--- config.mk ---
export PLATFORM = sky130hd
export DESIGN_NAME = rpn_stack_calc
export DESIGN_NICKNAME = d
export VERILOG_FILES = /design/src/rtl/rpn_stack_calc_pkg.sv /design/src/rtl/rpn_stack_calc_btn_debouncer.sv /design/src/rtl/rpn_stack_calc.sv
export SDC_FILE = /design/constraint.sdc
export NUM_CORES = 1
export LEC_CHECK = 0
export CAP_MARGIN = 15
export CELL_PAD_IN_SITES_DETAIL_PLACEMENT = 1
export CELL_PAD_IN_SITES_GLOBAL_PLACEMENT = 1
export CORE_UTILIZATION = 48
export CTS_CLUSTER_SIZE = 24
export DETAILED_ROUTE_END_ITERATION = 8
export PLACE_DENSITY_LB_ADDON = 0.1
export REMOVE_ABC_BUFFERS = 1
export SLEW_MARGIN = 0
export SYNTH_ARGS = -nofsm -noshare
export SYNTH_HDL_FRONTEND = slang
export SYNTH_SLANG_ARGS = --single-unit
--- constraint.sdc ---
create_clock -name clk -period 4.5 [get_ports clk]
set_input_delay 0.45 -clock clk [delete_from_list [all_inputs] [get_ports clk]]
set_output_delay 0.45 -clock clk [all_outputs]
set_load 0.005 [all_outputs]
--- src/rtl/rpn_stack_calc_pkg.sv ---
// ---------------------------------------------------------------------------
// rpn_pkg
// Shared types for the RPN stack calculator:
//   state_t  - sequencer state, value is also the Status output code
//   op_t     - ALU opcode carried on DataIn[2:0]
//   FLAG_*   - bit positions of N, Z, C, V inside the 4-bit Flags vector
//   is_legal_op() - opcode range check (codes above XOR are rejected)
// ---------------------------------------------------------------------------
package rpn_pkg;

  typedef enum logic [2:0] {
    WAIT_A  = 3'd0,
    WAIT_B  = 3'd1,
    WAIT_OP = 3'd2,
    SHOW    = 3'd3
  } state_t;

  typedef enum logic [2:0] {
    OP_ADD = 3'd0,
    OP_SUB = 3'd1,
    OP_OR  = 3'd2,
    OP_AND = 3'd3,
    OP_XOR = 3'd4
  } op_t;

  localparam int FLAG_N = 3;
  localparam int FLAG_Z = 2;
  localparam int FLAG_C = 1;
  localparam int FLAG_V = 0;

  function automatic logic is_legal_op(input logic [2:0] code);
    return (code <= 3'd4);
  endfunction

endpackage

--- src/rtl/rpn_stack_calc_btn_debouncer.sv ---
// ---------------------------------------------------------------------------
// btn_debouncer
// Two-flop synchroniser followed by a run-length debouncer for one raw button.
// Ports:
//   clk      - system clock
//   reset    - synchronous active-high reset
//   i_btn    - raw, bouncing, asynchronous button level
//   o_pulse  - one-cycle pulse per accepted press
// A press is accepted after N_DEBOUNCER consecutive high synchronised
// samples; the detector is then locked until N_DEBOUNCER consecutive low
// samples have been seen, so a held button yields exactly one pulse.
// ---------------------------------------------------------------------------
module btn_debouncer #(
  parameter int N_DEBOUNCER = 10
) (
  input  logic clk,
  input  logic reset,
  input  logic i_btn,
  output logic o_pulse
);

  localparam int                CNT_W    = $clog2(N_DEBOUNCER);
  localparam logic [CNT_W-1:0]  CNT_LAST = CNT_W'(N_DEBOUNCER - 1);

  logic [1:0]       r_sync;
  logic [CNT_W-1:0] r_cnt;
  logic             r_locked;   // 0 = armed (waiting for high run), 1 = waiting for release
  logic             r_pulse;

  logic w_sample;
  logic w_match;
  logic w_done;

  assign w_sample = r_sync[1];
  // The level we are counting towards flips with the lock bit.
  assign w_match  = w_sample ^ r_locked;
  // The counter holds N-1 when the N-th matching sample arrives.
  assign w_done   = w_match && (r_cnt == CNT_LAST);

  always_ff @(posedge clk) begin
    if (reset) begin
      r_sync   <= '0;
      r_cnt    <= '0;
      r_locked <= 1'b0;
      r_pulse  <= 1'b0;
    end else begin
      r_sync  <= {r_sync[0], i_btn};
      r_pulse <= w_done && !r_locked;
      if (!w_match || w_done) begin
        r_cnt <= '0;
      end else begin
        r_cnt <= r_cnt + 1'b1;
      end
      if (w_done) begin
        r_locked <= !r_locked;
      end
    end
  end

  assign o_pulse = r_pulse;

endmodule

--- src/rtl/rpn_stack_calc.sv ---
// ---------------------------------------------------------------------------
// rpn_stack_calc
// Three-step RPN calculator: Enter captures operand A, operand B, then an
// opcode, and the result is shown with NZCV flags. Undo steps back one state.
// Ports:
//   clk        - system clock
//   reset      - synchronous active-high reset
//   Enter      - raw Enter button (debounced internally)
//   Undo       - raw Undo button (debounced internally)
//   DataIn     - switch value: operand, or opcode on [2:0]
//   ToDisplay  - registered display value (DataIn echo, or result in SHOW)
//   Flags      - {N,Z,C,V}, only non-zero in SHOW
//   Status     - current state code
// ---------------------------------------------------------------------------
module rpn_stack_calc
  import rpn_pkg::*;
#(
  parameter int WIDTH       = 16,
  parameter int N_DEBOUNCER = 10
) (
  input  logic             clk,
  input  logic             reset,
  input  logic             Enter,
  input  logic             Undo,
  input  logic [WIDTH-1:0] DataIn,
  output logic [WIDTH-1:0] ToDisplay,
  output logic [3:0]       Flags,
  output logic [2:0]       Status
);

  localparam int               MSB    = WIDTH - 1;
  localparam logic [WIDTH:0]   W1_ONE = {{WIDTH{1'b0}}, 1'b1};

  // ---------------- buttons ----------------
  logic [1:0] w_btn_raw;
  logic [1:0] w_btn_pulse;
  logic       w_enter;
  logic       w_undo;

  assign w_btn_raw = {Undo, Enter};

  genvar gi;
  generate
    for (gi = 0; gi < 2; gi++) begin : g_btn
      btn_debouncer #(
        .N_DEBOUNCER(N_DEBOUNCER)
      ) u_debouncer (
        .clk     (clk),
        .reset   (reset),
        .i_btn   (w_btn_raw[gi]),
        .o_pulse (w_btn_pulse[gi])
      );
    end
  endgenerate

  assign w_enter = w_btn_pulse[0];
  assign w_undo  = w_btn_pulse[1];

  // ---------------- registers ----------------
  state_t           r_state;
  logic [WIDTH-1:0] r_a;
  logic [WIDTH-1:0] r_b;
  op_t              r_op;
  logic [WIDTH-1:0] r_result;
  logic [3:0]       r_flags;
  logic [WIDTH-1:0] r_disp;

  state_t           w_state_next;
  logic [WIDTH-1:0] w_a_next;
  logic [WIDTH-1:0] w_b_next;
  op_t              w_op_next;
  logic [WIDTH-1:0] w_result_next;
  logic [3:0]       w_flags_next;
  logic [WIDTH-1:0] w_disp_next;

  // ---------------- ALU ----------------
  logic [2:0]       w_op_sel;
  logic [WIDTH:0]   w_sum;
  logic [WIDTH:0]   w_diff;
  logic [WIDTH-1:0] w_alu_res;
  logic             w_alu_c;
  logic             w_alu_v;
  logic [3:0]       w_alu_flags;

  // While waiting for the opcode the ALU follows the switches; elsewhere it
  // follows the latched opcode and so keeps reproducing the stored result.
  assign w_op_sel = (r_state == WAIT_OP) ? DataIn[2:0] : r_op;

  assign w_sum  = {1'b0, r_a} + {1'b0, r_b};
  // Subtraction as A + ~B + 1 so the top bit is the "no borrow" carry.
  assign w_diff = {1'b0, r_a} + {1'b0, ~r_b} + W1_ONE;

  always_comb begin
    w_alu_res = '0;
    w_alu_c   = 1'b0;
    w_alu_v   = 1'b0;
    case (w_op_sel)
      OP_ADD: begin
        w_alu_res = w_sum[MSB:0];
        w_alu_c   = w_sum[WIDTH];
        // Same-sign operands producing a different-sign result.
        w_alu_v   = (r_a[MSB] == r_b[MSB]) && (w_sum[MSB] != r_a[MSB]);
      end
      OP_SUB: begin
        w_alu_res = w_diff[MSB:0];
        w_alu_c   = w_diff[WIDTH];
        // Opposite-sign operands where the result sign differs from A.
        w_alu_v   = (r_a[MSB] != r_b[MSB]) && (w_diff[MSB] != r_a[MSB]);
      end
      OP_OR:   w_alu_res = r_a | r_b;
      OP_AND:  w_alu_res = r_a & r_b;
      OP_XOR:  w_alu_res = r_a ^ r_b;
      default: w_alu_res = '0;
    endcase
  end

  always_comb begin
    w_alu_flags         = '0;
    w_alu_flags[FLAG_N] = w_alu_res[MSB];
    w_alu_flags[FLAG_Z] = (w_alu_res == '0);
    w_alu_flags[FLAG_C] = w_alu_c;
    w_alu_flags[FLAG_V] = w_alu_v;
  end

  // ---------------- sequencer ----------------
  // Undo is tested first in every state, which discards a coincident Enter.
  always_comb begin
    w_state_next  = r_state;
    w_a_next      = r_a;
    w_b_next      = r_b;
    w_op_next     = r_op;
    w_result_next = r_result;
    w_flags_next  = r_flags;
    case (r_state)
      WAIT_A: begin
        if (w_enter && !w_undo) begin
          w_a_next     = DataIn;
          w_state_next = WAIT_B;
        end
      end
      WAIT_B: begin
        if (w_undo) begin
          w_a_next     = '0;
          w_state_next = WAIT_A;
        end else if (w_enter) begin
          w_b_next     = DataIn;
          w_state_next = WAIT_OP;
        end
      end
      WAIT_OP: begin
        if (w_undo) begin
          w_b_next     = '0;
          w_state_next = WAIT_B;
        end else if (w_enter && is_legal_op(DataIn[2:0])) begin
          w_op_next     = op_t'(DataIn[2:0]);
          w_result_next = w_alu_res;
          w_flags_next  = w_alu_flags;
          w_state_next  = SHOW;
        end
      end
      SHOW: begin
        if (w_undo) begin
          w_result_next = '0;
          w_flags_next  = '0;
          w_state_next  = WAIT_OP;
        end else if (w_enter) begin
          w_a_next      = '0;
          w_b_next      = '0;
          w_op_next     = OP_ADD;
          w_result_next = '0;
          w_flags_next  = '0;
          w_state_next  = WAIT_A;
        end
      end
      default: begin
        w_a_next      = '0;
        w_b_next      = '0;
        w_op_next     = OP_ADD;
        w_result_next = '0;
        w_flags_next  = '0;
        w_state_next  = WAIT_A;
      end
    endcase
  end

  // Display follows the next state so the result appears together with SHOW.
  assign w_disp_next = (w_state_next == SHOW) ? w_result_next : DataIn;

  always_ff @(posedge clk) begin
    if (reset) begin
      r_state  <= WAIT_A;
      r_a      <= '0;
      r_b      <= '0;
      r_op     <= OP_ADD;
      r_result <= '0;
      r_flags  <= '0;
      r_disp   <= '0;
    end else begin
      r_state  <= w_state_next;
      r_a      <= w_a_next;
      r_b      <= w_b_next;
      r_op     <= w_op_next;
      r_result <= w_result_next;
      r_flags  <= w_flags_next;
      r_disp   <= w_disp_next;
    end
  end

  assign ToDisplay = r_disp;
  assign Flags     = r_flags;
  assign Status    = r_state;

endmodule

======== After elaboration in Yosys (flattened, before gate mapping) ========
Index checks and enable logic that the tools add are counted.
word-level totals
  flip-flop bits (word level) ............. 90
  input bits .............................. 20
  output and inout bits ................... 23
  word-level logic and storage cells ...... 115
operators by class
  add/sub/neg operators ................... 5
  $lt $le $gt $ge ......................... 1
  equality and inequality tests ........... 24
  mux-type cells .......................... 36
  bitwise operators ....................... 9
  reduce and logical (&&, ||, !) cells .... 25
operators with widths
  cell                     count
  $mux W16                 11
  $pmux W16 S4             2
  $pmux W16 S5             1
  $pmux W16 S3             1
  $mux W3                  12
  $add A16 B16 Y17         2
  $add A17 B1 Y17 const B  1
  $and A16 B16 Y16         1
  $logic_not A16 Y1        1
  $mux W4                  4
  $not A16 Y16             1
  $or A16 B16 Y16          1
  $xor A16 B16 Y16         1
  $eq A3 B2 Y1 const B     5
  $pmux W3 S4              1
  $pmux W4 S3              1
  $ne A2 B1 Y1 const B     5
  $reduce_and A5 Y1        2
  $pmux W3 S3              1
  $add A4 B1 Y4 const B    2
  $eq A4 B4 Y1 const B     2
  $logic_and A1 B1 Y1      8
  $ne A2 B2 Y1 const B     4
  $eq A3 B1 Y1 const B     2
  other kinds (14)         28

======== Logic depth before layout (Yosys ltp) ========
  depth in word-level cells ............... 9
  depth in mapped cells ................... 14
  depth with buffers taken out ............ 14

======== Modules after synthesis ========
Synthesis repeated with hierarchy kept, for this count alone.
second synthesis, totals
  cells, all modules ...................... 792
  area, all modules ....................... 6168.4 um^2
modules (own cells, without submodules)
  module          times used  cells an instance  area each (um^2)  seq. area each (um^2)
  rpn_stack_calc  1           740                5572.8            1481.4
  btn_debouncer   2           26                 297.8             160.2

======== Worst setup path after synthesis ========
OpenSTA, ideal clock, no wires.
  kind .................................... reg-to-reg
  start ................................... register r_a[3]
  end ..................................... register r_disp[15], in the netlist ToDisplay[15]
  setup time .............................. 0.134 ns
  arrival ................................. 2.807 ns
  data required time ...................... 4.366 ns
  path slack .............................. 1.559 ns
  stages on the path, launching flop included .. 14
  path buffers ............................ 1
  clock period less this slack ............ 2.941 ns
  cell sequence ........................... dfxtp_1 > inv_1 > ha_1 > clkbuf_1 > nor3_1 > o31ai_1 > a211oi_1 > nor2_1 > nor4b_1 > nor4_1 > a2111oi_0 > a31oi_1 > a21oi_1 > a211oi_1
between the ends
  longest elaborated chain between the ends .. 7
  elaborated cells on any way between the ends .. 8
  classes of those cells .................. add/sub (3); mux (5)
RTL lines
  item                    line                   source
  start, declared         rpn_stack_calc.sv:61   logic [WIDTH-1:0] r_a;
  start signal, assigned  rpn_stack_calc.sv:200  r_a <= w_a_next;
  $add A16 B16 Y17        rpn_stack_calc.sv:91   assign w_diff = {1'b0, r_a} + {1'b0, ~r_b} + W1_ONE;
  $add A17 B1 Y17         rpn_stack_calc.sv:91
  $pmux W16 S5 (*)        rpn_stack_calc.sv:97   case (w_op_sel)
  $mux W16 (*)            rpn_stack_calc.sv:154  end else if (w_enter && is_legal_op(DataIn[2:0])) begin
  $mux W16 (*)            rpn_stack_calc.sv:151  if (w_undo) begin
  $pmux W16 S3 (*)        rpn_stack_calc.sv:134  case (r_state)
  $mux W16 (*)            rpn_stack_calc.sv:187  assign w_disp_next = (w_state_next == SHOW) ? w_result_next : DataIn;
  end signal, assigned    rpn_stack_calc.sv:205  r_disp <= w_disp_next;
  end, declared           rpn_stack_calc.sv:66   logic [WIDTH-1:0] r_disp;
Mark *: on every way between the ends. The rest lies on a longest branch, timed or not.
A chain may end at the register's enable or synchronous reset.

======== Final worst setup path ========
  start ................................... register r_state[2], in the netlist Status[2]
  end ..................................... register r_flags[2], in the netlist Flags[2]
between the ends
  longest elaborated chain between the ends .. 8
  elaborated cells on any way between the ends .. 21
  classes of those cells .................. eq/ne (10); mux (5); bitwise (1); reduce/logical (5)
RTL lines
  item                                        line                                         source
  start, declared                             rpn_stack_calc.sv:60                         state_t r_state;
  start signal, assigned                      rpn_stack_calc.sv:199                        r_state <= w_state_next;
  $eq A3 B2 Y1                                rpn_stack_calc.sv:87, rpn_stack_calc.sv:134
  $mux W3                                     rpn_stack_calc.sv:87                         assign w_op_sel = (r_state == WAIT_OP) ? DataIn[2:0] : r_op;
  $eq A3 B3 Y1, or another cell as far along  rpn_stack_calc.sv:97
  $pmux W16 S5                                rpn_stack_calc.sv:97
  $logic_not A16 Y1                           rpn_stack_calc.sv:120                        w_alu_flags[FLAG_Z] = (w_alu_res == '0);
  $mux W4                                     rpn_stack_calc.sv:154
  $mux W4                                     rpn_stack_calc.sv:151
  $pmux W4 S3                                 rpn_stack_calc.sv:134
  end signal, assigned                        rpn_stack_calc.sv:204                        r_flags <= w_flags_next;
  end, declared                               rpn_stack_calc.sv:65                         logic [3:0] r_flags;
Parallel ways exist; a longest one is shown, timed or not. The select of a mux whose other input is x is not followed.

==> results.yml <==
outcome:
  outcome: "finished, final reports clean"
synth:
  ys_ff_latch: 90
  ys.flop_type: "dfxtp_1"
  yosysWarnings: 0
  ys_async_sr_fraction_pct: 0
  synth_area_um2: 5980
  syn-instance-count: 770
  yosysTopAreaCellShare_pct: 30.1
  ys_top_cells_by_area: "dfxtp_1 (30%), ha_1 (11%), a21oi_1 (6.4%)"
  synth_edf_count: 0
  ys_types: 70
  ys_seq_area_share_pct: 30.1
  syn-mean-instance-area_um2: 7.76
  yosys.area.top_type: "dfxtp_1"
sta:
  hold_viol_final: 0
  rsz0062_at_grt: "no"
  setup_viol: 0
  max_freq_mhz: 239
  drv_slew: 0
  final.min_clock_period_ns: 4.18
  fin_crit_sh_pct: 92.9
  worst_slew_pin_slew_ns: 1.04
  fin_skew_ns: 0.00618
  setup-tns-final_ns: 0
  slew_headroom_pct: 30.5
drt:
  first_pass_iters: 5
  drt-total-wl_um: 20900
  drtIter0Drc: 412
  antenna_left: 0
  drc: 0
  wl_per_cell_um: 21.9
  num_vias: 5955
  drt-vias-per-instance: 6.22
worst_setup_path:
  cp_data_required_time_ns: 4.80
  end_kind: "flop"
  cp-startpoint: "Status[2]$_SDFF_PP0_"
  startpoint_type: "flop"
  cp.arrival_ns: 4.48
  critPathMaxFanout: 22
  r2r-start: "Status[2]$_SDFF_PP0_"
  crit_type: "flop to flop"
finish:
  fill_cells: 1502
  regArea_um2: 1800
  multi_input_comb_area_um2: 3790
  area.growth.synth_to_final_pct: 13.3
  num_antenna_cells: 0
  layout-drive-gt1-share_pct: 6.46
  layout.cells.non_filler: 957
  layout.nets: 860
global_routing:
  grt_pass1_vias: 6052
  grt_usage_pct: 33.4
  grt_max_degree: 67
  grt_pass1_wl_um: 32700
  grt_overflow: 0
  antenna_found_initial: 1
power_and_ir_drop:
  seqPwrFrac_pct: 46.1
  comb_power_share_pct: 12.2
  p_per_area_nw_per_um2: 264
  irDropWorstVdd_mv: 0.194
  finalPower_w: 0.00179
  pwr-share-clk_pct: 41.7
  p_sw_share_pct: 28.0
  p_leak_nw: 2.53
  p_int_w: 0.00129
  p_switching_w: 0.000501
worst_hold_path:
  worstHoldStart: "g_btn[1].u_debouncer.r_sync[0]$_SDFF_PP0_"
  min_path_type: "flop to flop"
die:
  core_um2: 12100
  ios: 43
  die_w_um: 114
  initial_core_util_pct: 49.6
  die_h_um: 114
  core.rowCount: 40
  die-area_um2: 12900
clocking:
  cts_resized: 0
  cts_num_sinks: 90
  path_clk_slew_ns: 0.07
  cts_buffers: 9
  cts_buffer_depth: 2
  cts_root_buffer: "clkbuf_16"
  hold_buffers: 0
  cts_tree: "done"
  h-tree-depth: 3
  clkLatencyLatePin_ns: 0.36
  post_cts_buffers: 0
placement:
  dpl.hpwl_um: 14900
  dp_cells: 941
  portBuffers: 42
  gp_congestion: 0.889
job:
  drv_cap: 0
registers in the layout, indices dropped and copies added (netlist names):
signal,cells
r_a,16
g_btn.u_debouncer.r_locked,2
ToDisplay,16
g_btn.u_debouncer.o_pulse,2
r_result,16
Status,3
g_btn.u_debouncer.r_sync,4
r_b,16
Flags,4
g_btn.u_debouncer.r_cnt,8
r_op,3
path summary, 6_finish.rpt:
path                                                                  end  slack [ns]  cells after the start
worst min-delay path            g_btn[1].u_debouncer.r_sync[1]$_SDFF_PP0_        0.46                      1
worst max-delay path                                Flags[2]$_SDFFE_PP0P_        0.32                     11
worst min register to register  g_btn[1].u_debouncer.r_sync[1]$_SDFF_PP0_        0.46                      1
worst max register to register                      Flags[2]$_SDFFE_PP0P_        0.32                     11
synthesized netlist by cell type (5+ instances only):
| master | number |
|---|---|
| xnor2_1 | 6 |
| nor3_1 | 23 |
| nand3b_1 | 8 |
| mux2i_1 | 13 |
| ha_1 | 54 |
| nor3b_1 | 8 |
| nand3_1 | 40 |
| a22oi_1 | 14 |
| o221ai_1 | 7 |
| a21o_1 | 8 |
| a211oi_1 | 30 |
| nor2_1 | 96 |
| nand2_1 | 57 |
| nor2b_1 | 13 |
| a31oi_1 | 5 |
| a21oi_1 | 76 |
| o21ai_0 | 20 |
| nand2b_1 | 6 |
| dfxtp_1 | 90 |
| inv_1 | 49 |
| nor4_1 | 7 |
| clkbuf_1 | 44 |
cells in the final DEF, fill, tap and decap left out, drive strengths merged, types with 4 or more instances in the layout:
| cell | n |
|---|---|
| mux2i | 17 |
| a21oi | 77 |
| nor3 | 23 |
| buf | 13 |
| nor2b | 13 |
| o221ai | 7 |
| a2111oi | 4 |
| inv | 51 |
| nand3 | 40 |
| nand2b | 6 |
| nand3b | 8 |
| clkbuf | 11 |
| o21bai | 4 |
| nor3b | 8 |
| ha | 54 |
| nand2 | 57 |
| a21o | 8 |
| o21ai | 23 |
| or2 | 4 |
| xnor2 | 6 |
| nor4b | 4 |
| a22oi | 14 |
| a31oi | 6 |
| dfxtp | 90 |
| nor2 | 96 |
| a211o | 4 |
| nor4 | 8 |
| a211oi | 31 |
| clkdlybuf4s50 | 41 |
final cells by class:
type / count / area share (%)
Multi-Input combinational cell: 580 / 56.0
Sequential cell: 90 / 26.6
Timing Repair Buffer: 54 / 7.47
Clock buffer: 11 / 3.59
Tap cell: 168 / 3.10
Inverter: 49 / 2.72
Clock inverter: 5 / 0.536
power by group through the flow:
| stage | Sequential, W | Clock, W | Combinational (W) |
|---|---|---|---|
| final | 0.000825 | 0.000746 | 0.000219 |
| after global routing | 0.000826 | 0.000775 | 0.000234 |
| after CTS | 0.000825 | 0.000752 | 0.000215 |
| after detailed placement | 0.000843 | 0 | 0.000213 |
| after global placement | 0.000841 | 0 | 0.000208 |
| after floorplan | 0.000840 | 0 | 0.000110 |
through the flow:
stage,cell area [um^2],utilization (%),setup slack (ns),hold slack [ns]
3_3_place_gp,6490,53.8,0.760,0.433
6_report,6770,56.1,0.322,0.456
4_1_cts,6770,56.1,0.466,0.451
3_5_place_dp,6490,53.8,0.496,0.430
5_1_grt,6770,56.1,0.115,0.462
2_1_floorplan,5760,-,0.677,0.414
routing by layer:
| layer | up-vias | track usage [%] | share of wire, % |
|---|---|---|---|
| met3 | 51 | 4.25 | 5.5 |
| met1 | 2939 | 45.3 | 46 |
| li1 | 2761 | - | - |
| met2 | 202 | 53.0 | 45 |
| met5 | - | 0 | 0.062 |
| met4 | 2 | 15.3 | 3.2 |
kinds of logic (layout without fill, tap and decap cells):
kind of cell               after synthesis  after routing  synth area share [%]
buffers and inverters                  100            119                  6.68
muxes                                   20             20                  3.73
and+or+nand+nor                        285            285                  23.1
other                                    1              1                0.0627
xor gates and xnor gates                 8              8                  1.17
DFF                                     90             90                  30.1
AOI/OAI and AO/OA                      210            210                  23.2
adders and majority gates               56             56                  12.0
worst max-delay path, stage by stage, from the launching register on:
cell and delay, ns:
dfxtp_1 0.62, or3b_1 0.83, mux2i_1 0.30, buf_4 0.32
o32a_1 0.21, nor2_1 0.04, a311oi_1 0.55, nand4b_1 0.19
or4_1 0.46, nor4_1 0.28, nand4b_1 0.15, o21ai_1 0.14
No activity file was read; power rests on OpenSTA's default activity.
